### src/rtl/sakebi_ethernet_tx_arbiter.sv
// Round-robin frame arbiter: grants one AXI-Stream source per frame onto a
// shared Ethernet TX datapath, inserts an inter-frame gap, counts frames.
module sakebi_ethernet_tx_arbiter #(
    parameter int unsigned DATA_WIDTH = 8,
    parameter int unsigned NUM_PORTS  = 4,
    parameter int unsigned IFG_CYCLES = 12,
    parameter int unsigned CNT_WIDTH  = 16
) (
    input  logic                            i_axis_ACLK,
    input  logic                            i_axis_ARESETn,
    input  logic [NUM_PORTS-1:0]            i_axis_TVALID,
    output logic [NUM_PORTS-1:0]            o_axis_TREADY,
    input  logic [NUM_PORTS*DATA_WIDTH-1:0] i_axis_TDATA,
    output logic                            o_axis_TVALID,
    input  logic                            i_axis_TREADY,
    output logic [DATA_WIDTH-1:0]           o_axis_TDATA,
    input  logic [NUM_PORTS-1:0]            i_port_en,
    output logic [NUM_PORTS-1:0]            o_grant,
    output logic                            o_busy,
    output logic [CNT_WIDTH-1:0]            o_frame_cnt
);

    localparam int unsigned IDX_W  = (NUM_PORTS > 1) ? $clog2(NUM_PORTS) : 1;
    localparam int unsigned GAP_W  = (IFG_CYCLES > 1) ? $clog2(IFG_CYCLES) : 1;
    localparam int unsigned BEAT_W = 16;

    typedef enum logic [1:0] {
        ST_IDLE = 2'd0,
        ST_XFER = 2'd1,
        ST_GAP  = 2'd2
    } state_t;

    state_t                 r_state;
    logic [NUM_PORTS-1:0]   r_grant;
    logic [IDX_W-1:0]       r_gidx;
    logic [IDX_W-1:0]       r_ptr;
    logic [BEAT_W-1:0]      r_beat_cnt;
    logic [GAP_W-1:0]       r_gap_cnt;
    logic [CNT_WIDTH-1:0]   r_frame_cnt;
    logic                   r_busy;

    logic [NUM_PORTS-1:0]   w_req;
    logic                   w_found;
    logic [IDX_W-1:0]       w_sel_idx;
    logic                   w_g_valid;
    logic [DATA_WIDTH-1:0]  w_g_data;

    assign w_req = i_axis_TVALID & i_port_en;

    // Round-robin search starting just after the last granted port
    always_comb begin
        int unsigned cand;
        w_found   = 1'b0;
        w_sel_idx = r_ptr;
        cand      = 0;
        for (int unsigned i = 1; i <= NUM_PORTS; i++) begin
            cand = (32'(r_ptr) + i) % NUM_PORTS;
            if (!w_found && w_req[cand]) begin
                w_found   = 1'b1;
                w_sel_idx = IDX_W'(cand);
            end
        end
    end

    // Select the granted source's valid/data
    always_comb begin
        w_g_valid = 1'b0;
        w_g_data  = '0;
        for (int unsigned k = 0; k < NUM_PORTS; k++) begin
            if (IDX_W'(k) == r_gidx) begin
                w_g_valid = i_axis_TVALID[k];
                w_g_data  = i_axis_TDATA[k*DATA_WIDTH +: DATA_WIDTH];
            end
        end
    end

    // Datapath mux; only the granted source sees downstream ready, only in XFER
    always_comb begin
        o_axis_TVALID = 1'b0;
        o_axis_TDATA  = w_g_data;
        o_axis_TREADY = '0;
        if (r_state == ST_XFER) begin
            o_axis_TVALID = w_g_valid;
            for (int unsigned k = 0; k < NUM_PORTS; k++) begin
                if (IDX_W'(k) == r_gidx) begin
                    o_axis_TREADY[k] = i_axis_TREADY;
                end
            end
        end
    end

    // Arbitration FSM: grant in IDLE, hold for a frame in XFER, idle out the gap
    always_ff @(posedge i_axis_ACLK or negedge i_axis_ARESETn) begin
        if (!i_axis_ARESETn) begin
            r_state     <= ST_IDLE;
            r_grant     <= '0;
            r_gidx      <= '0;
            r_ptr       <= IDX_W'(NUM_PORTS - 1);
            r_beat_cnt  <= '0;
            r_gap_cnt   <= '0;
            r_frame_cnt <= '0;
            r_busy      <= 1'b0;
        end else begin
            case (r_state)
                ST_IDLE: begin
                    if (w_found) begin
                        r_state <= ST_XFER;
                        r_grant <= NUM_PORTS'(1) << w_sel_idx;
                        r_gidx  <= w_sel_idx;
                        r_ptr   <= w_sel_idx;
                        r_busy  <= 1'b1;
                    end
                end
                ST_XFER: begin
                    if (!w_g_valid) begin
                        r_grant    <= '0;
                        r_beat_cnt <= '0;
                        if ((r_beat_cnt != '0) && (IFG_CYCLES > 0)) begin
                            r_state   <= ST_GAP;
                            r_gap_cnt <= '0;
                        end else begin
                            r_state <= ST_IDLE;
                            r_busy  <= 1'b0;
                        end
                        if (r_beat_cnt != '0) begin
                            r_frame_cnt <= r_frame_cnt + CNT_WIDTH'(1);
                        end
                    end else if (i_axis_TREADY && (r_beat_cnt != '1)) begin
                        r_beat_cnt <= r_beat_cnt + BEAT_W'(1);
                    end
                end
                ST_GAP: begin
                    if (r_gap_cnt == GAP_W'(IFG_CYCLES - 1)) begin
                        r_state   <= ST_IDLE;
                        r_gap_cnt <= '0;
                        r_busy    <= 1'b0;
                    end else begin
                        r_gap_cnt <= r_gap_cnt + GAP_W'(1);
                    end
                end
                default: begin
                    r_state <= ST_IDLE;
                    r_grant <= '0;
                    r_busy  <= 1'b0;
                end
            endcase
        end
    end

    assign o_grant     = r_grant;
    assign o_busy      = r_busy;
    assign o_frame_cnt = r_frame_cnt;

endmodule

### config.mk
export PLATFORM = sky130hd
export DESIGN_NAME = sakebi_ethernet_tx_arbiter
export DESIGN_NICKNAME = d
export VERILOG_FILES = /design/src/rtl/sakebi_ethernet_tx_arbiter.sv
export SDC_FILE = /design/constraint.sdc
export NUM_CORES = 1
export LEC_CHECK = 0
export BUFFER_PORTS_ARGS = -buffer_cell sky130_fd_sc_hd__buf_2
export CORE_AREA = 2 2 109 111
export DETAILED_ROUTE_END_ITERATION = 7
export DIE_AREA = 0 0 111 113
export GPL_TIMING_DRIVEN = 0
export PLACE_DENSITY = 0.54
export SLEW_MARGIN = 10
export SYNTH_ARGS = -nofsm -noshare
export SYNTH_HDL_FRONTEND = slang
export SYNTH_SLANG_ARGS = --single-unit
### constraint.sdc
create_clock -name i_axis_ACLK -period 2.9 [get_ports i_axis_ACLK]
set_input_delay 0.87 -clock i_axis_ACLK [delete_from_list [all_inputs] [get_ports i_axis_ACLK]]
set_output_delay 0.87 -clock i_axis_ACLK [all_outputs]
set_load 0.05 [all_outputs]
== After elaboration in Yosys (flattened, before gate mapping) ==
Cells that the tools add are included.
Widths: inputs -> output; s select.
Cells by class
  reductions and logical operators: 18
  eq/ne operators: 13
  muxes and demuxes: 49
  bitwise operators: 3
  $add $sub $neg: 7
  shift-type cells: 1
  $lt $le $gt $ge: 4
Operator list (count)
  $add 16x1->16 const B: 2
  $mux 16: 2
  $mux 8: 4
  $mux 4: 6
  $mux 1: 21
  $mux 2: 8
  $ne 16x16->1 const B: 1
  $reduce_bool 16->1: 1
  $lt 2x3->1 const B: 4
  $pmux 4 s3: 1
  $reduce_and 3->1: 4
  $bmux 1 s2: 4
  $ne 2x2->1 const B: 4
  $pmux 4 s2: 1
  $pmux 2 s3: 1
  $add 2x1->2 const B: 2
  $add 2x2->2 const B: 2
  $add 4x1->4 const B: 1
  $and 4x4->4: 1
  $eq 2x2->1 const A: 2
  $eq 4x4->1 const B: 1
  $logic_and 1x1->1: 4
  $logic_not 2->1: 2
  $ne 2x1->1 const B: 2
  other kinds (10): 14
Storage, ports and cells
  register bits: 47
  output and inout bits: 34
  input port bits: 43

== Depth between registers and ports, before layout ==
  depth after elaboration: 16
  mapped depth: 7

== Least setup slack after synthesis ==
Ideal clock, no wire load.
  kind: flip-flop to output port
  start: reg r_gidx[0]
  end: out o_axis_TREADY[1]
  cell stages (with the launch flop): 4
  arrival: 2177 ps
  slack: -147 ps
  cells stage by stage: dfrtp_1 clkbuf_1 clkbuf_1 nor3b_1
Between the ends
  longest elaborated chain between the ends: 3
RTL lines
  start: declaration: line 35  | logic [IDX_W-1:0] r_gidx;
  start signal: assignment: line 109  | r_gidx <= w_sel_idx;
  $eq 1x2->1: line 85  | if (IDX_W'(k) == r_gidx) begin
  $mux 1: line 85
  $mux 4: line 82  | if (r_state == ST_XFER) begin
  end: declaration: line 12  | output logic [NUM_PORTS-1:0] o_axis_TREADY,
Every way passes these cells.

== Worst setup path in the final report ==
  start: in i_axis_TVALID[3]
  end: out o_axis_TVALID
Between the ends
  longest elaborated chain between the ends: 2
RTL lines
  start: declaration: line 11  | input logic [NUM_PORTS-1:0] i_axis_TVALID,
  $mux 1: line 70  | if (IDX_W'(k) == r_gidx) begin
  $mux 1: line 82
  end: declaration: line 14  | output logic o_axis_TVALID,
Every way passes these cells.

==> results.sh <==
export IMPL_tightest_slew_ns=1.06
export IMPL_path_max_fanout=7
export IMPL_final_hold_violation_count=0
export IMPL_pre_cts_ws_ns=0.0520
export IMPL_holdBufCountCts=0
export IMPL_synth_flop_cell="dfrtp_1"
export IMPL_h_tree_depth=2
export IMPL_syn_area_sq_mm=0.00280
export IMPL_synth_edff_count=0
export IMPL_synth_seq_area_share=0.421
export IMPL_routedWlPerCell_um=13.6
export IMPL_core_sq_mm=0.0113
export IMPL_grt_use_met3=0.0262
export IMPL_crit_path_frequent_cell="buf_2"
export IMPL_track_usage=0.112
export IMPL_slowest_stage="mux4_2"
export IMPL_antenna_found_initial=0
export IMPL_grt_pass1_vias=2512
export IMPL_placed_cell_area_sq_mm=0.00337
export IMPL_synth_nets=328
export IMPL_cp_cell_sequence="buf_2 > mux4_2 > nor2b_1 > buf_2"
export IMPL_drt_pass1_iter_count=4
export IMPL_yosysWarnings=0
export IMPL_antennaDiodeCount=0
export IMPL_rows=39
export IMPL_die_x_um=111
export IMPL_path_clk_slew_ns=0.07
export IMPL_port_buffers=76
export IMPL_netlist_cell_type_count=47
export IMPL_ys_async_sr_fraction=1.00
export IMPL_cellLeakagePower_nw=1.52
export IMPL_numClockSinks=47
export IMPL_finalPower_mw=3.04
export IMPL_clock_latency_ns=0.29
export IMPL_final_layout_size_suffix_gt1_frac=0.313
export IMPL_start_util=0.248
export IMPL_hp_class="reg -> reg"
export IMPL_cts_tree="built"
export IMPL_fmaxAchievable_mhz=352
export IMPL_setup_viol=0
export IMPL_critPathCaptureType="output port"
export IMPL_die_h_um=113
export IMPL_stdcell_area_sq_mm=0.00352
export IMPL_ys_ff_latch=47
export IMPL_rsz0062_at_grt="no"
export IMPL_busiest_layer="met2"
export IMPL_fin_skew_ns=0.00859
export IMPL_final_cell_mix="80 x buf_2, 45 x dfrtp_1, 29 x nand2_1"
export IMPL_grt_overflow=0
export IMPL_synthCells=281
export IMPL_dieArea_sq_mm=0.0125
export IMPL_drt_vias_per_instance=5.00
export IMPL_grt_pass1_wl_um=11800
export IMPL_drt_iter0_markers=148
export IMPL_ant_nets=0
export IMPL_area_growth_pct=25.6
export IMPL_fin_ws_ns=0.0554
export IMPL_use_met2=0.187
export IMPL_fin_tns_setup_ns=0
export IMPL_status="completed"
export IMPL_io_pins=77
export IMPL_fin_crit_ns=2.84
export IMPL_avgSynthCellArea_sq_um=9.96
export IMPL_nNetsFinal=410
export IMPL_critical_path_class="in -> out"
export IMPL_cts_buffers=5
export IMPL_dpl_hpwl_um=5150
export IMPL_clockBufferDepth=2
export IMPL_grt_max_degree=48
export IMPL_finalWirelength_um=6880
export IMPL_grtUsageMet1=0.145
export IMPL_critPathLaunchType="primary input"
export IMPL_final_period_utilization=0.981
export IMPL_slew_headroom=0.292
export IMPL_cpPeakStageDelay_ns=0.57
export IMPL_layout_commonest_cell="buf_2"
export IMPL_routabilityCongestion=0.796
export IMPL_cap_viol_max_count=0
export IMPL_power_density_mw_per_mm2=866
export IMPL_worstPathRequired_ns=2.03
export IMPL_ir_worst_vdd_uv=510
export IMPL_root_buffer="clkbuf_16"
export IMPL_drv_slew=0
export IMPL_drc_errors=0
export IMPL_vias=2537
export IMPL_critical_path_arrival_ns=1.97
[flip-flops by register name, summed over array words and instances, names as in the netlist]
register	cells
r_beat_cnt	16
r_gidx	2
r_gap_cnt	4
o_busy	1
o_grant	4
r_state	2
o_frame_cnt	16
r_ptr	2
[final cells by class]
| cell class | count | area [sq um] |
|---|---|---|
| Fill cell | 1181 | 7760 |
| Timing Repair Buffer | 76 | 380 |
| Tap cell | 143 | 179 |
| Sequential cell | 47 | 1180 |
| Inverter | 7 | 26.3 |
| Buffer | 11 | 53.8 |
| Clock inverter | 3 | 22.5 |
| Multi-Input combinational cell | 215 | 1550 |
| Clock buffer | 5 | 125 |
[synthesized netlist by cell type, types with 4 or more instances]
cell       n  area, sq um
xnor2_1   16          140
nor4_1     5         31.3
clkbuf_1   6         22.5
or2_2      5         31.3
nand3_1   17         85.1
nand3b_1   5         37.5
nand4_1   12         75.1
or4_1     11         82.6
o31ai_1   10         75.1
nand2_1   29          109
nor3_1     6         30.0
buf_2      4         20.0
inv_1      7         26.3
ha_1       4         50.1
a21oi_1   18         90.1
dfrtp_1   45         1130
nor2_1    10         37.5
and3_1     6         37.5
o21ai_0    6         30.0
mux4_2     9          203
[kinds of logic after synthesis]
logic type | after synthesis | share of synthesized area
multiplexers | 15 | 0.0952
AND/OR/NAND/NOR | 127 | 0.260
XOR/XNOR | 16 | 0.0501
AO/OA/AOI/OAI | 53 | 0.127
buffers and inverters | 19 | 0.0286
flip-flops | 47 | 0.421
adder cells (fa/ha/maj) | 4 | 0.0179
[stage by stage]
| step | util | std cells | hold WS (ns) |
|---|---|---|---|
| floorplan | - | 281 | 0.491 |
| global placement | 0.299 | 500 | 0.461 |
| finish | 0.312 | 507 | 0.475 |
| CTS | 0.312 | 508 | 0.480 |
| detailed placement | 0.299 | 500 | 0.460 |
| global route | 0.312 | 507 | 0.505 |
[worst max-delay path: cells and delay by family]
family,cells,cell delay (ns)
buffers and inverters,2,0.34
muxes,1,0.57
and+or+nand+nor,1,0.19
[metal layers]
metal  routed length [um]  share of wire
met5                    0              0
met4                   71          0.010
met3                  384          0.056
met2                 3170           0.46
met1                 3250           0.47
[repair_timing]
action,4_1_cts,5_1_grt
resized for setup,2,0
setup buffers,0,0
pin swaps,0,0
setup endpoints to repair,6,5
[path summary, 6_finish.rpt]
path	startpoint	endpoint	slack, ns	cells after the start
min in group asynchronous	i_axis_ARESETn	o_frame_cnt[9]$_DFFE_PN0P_	0.77	1
max reg2reg	r_beat_cnt[0]$_DFFE_PN0P_	o_frame_cnt[1]$_DFFE_PN0P_	0.71	6
min reg2reg	o_frame_cnt[15]$_DFFE_PN0P_	o_frame_cnt[15]$_DFFE_PN0P_	0.48	1
min	o_frame_cnt[15]$_DFFE_PN0P_	o_frame_cnt[15]$_DFFE_PN0P_	0.48	1
max	i_axis_TVALID[3]	o_axis_TVALID	0.06	4
max in group asynchronous	i_axis_ARESETn	r_beat_cnt[3]$_DFFE_PN0P_	1.48	1
[power by group]
group	leakage, nW	switching, mW	total (mW)	internal [mW]
logic	0.822	1.03	1.53	0.500
registers	0.628	0.141	0.932	0.792
clock network	0.0746	0.254	0.579	0.324
(Power assumes the default switching activity.)
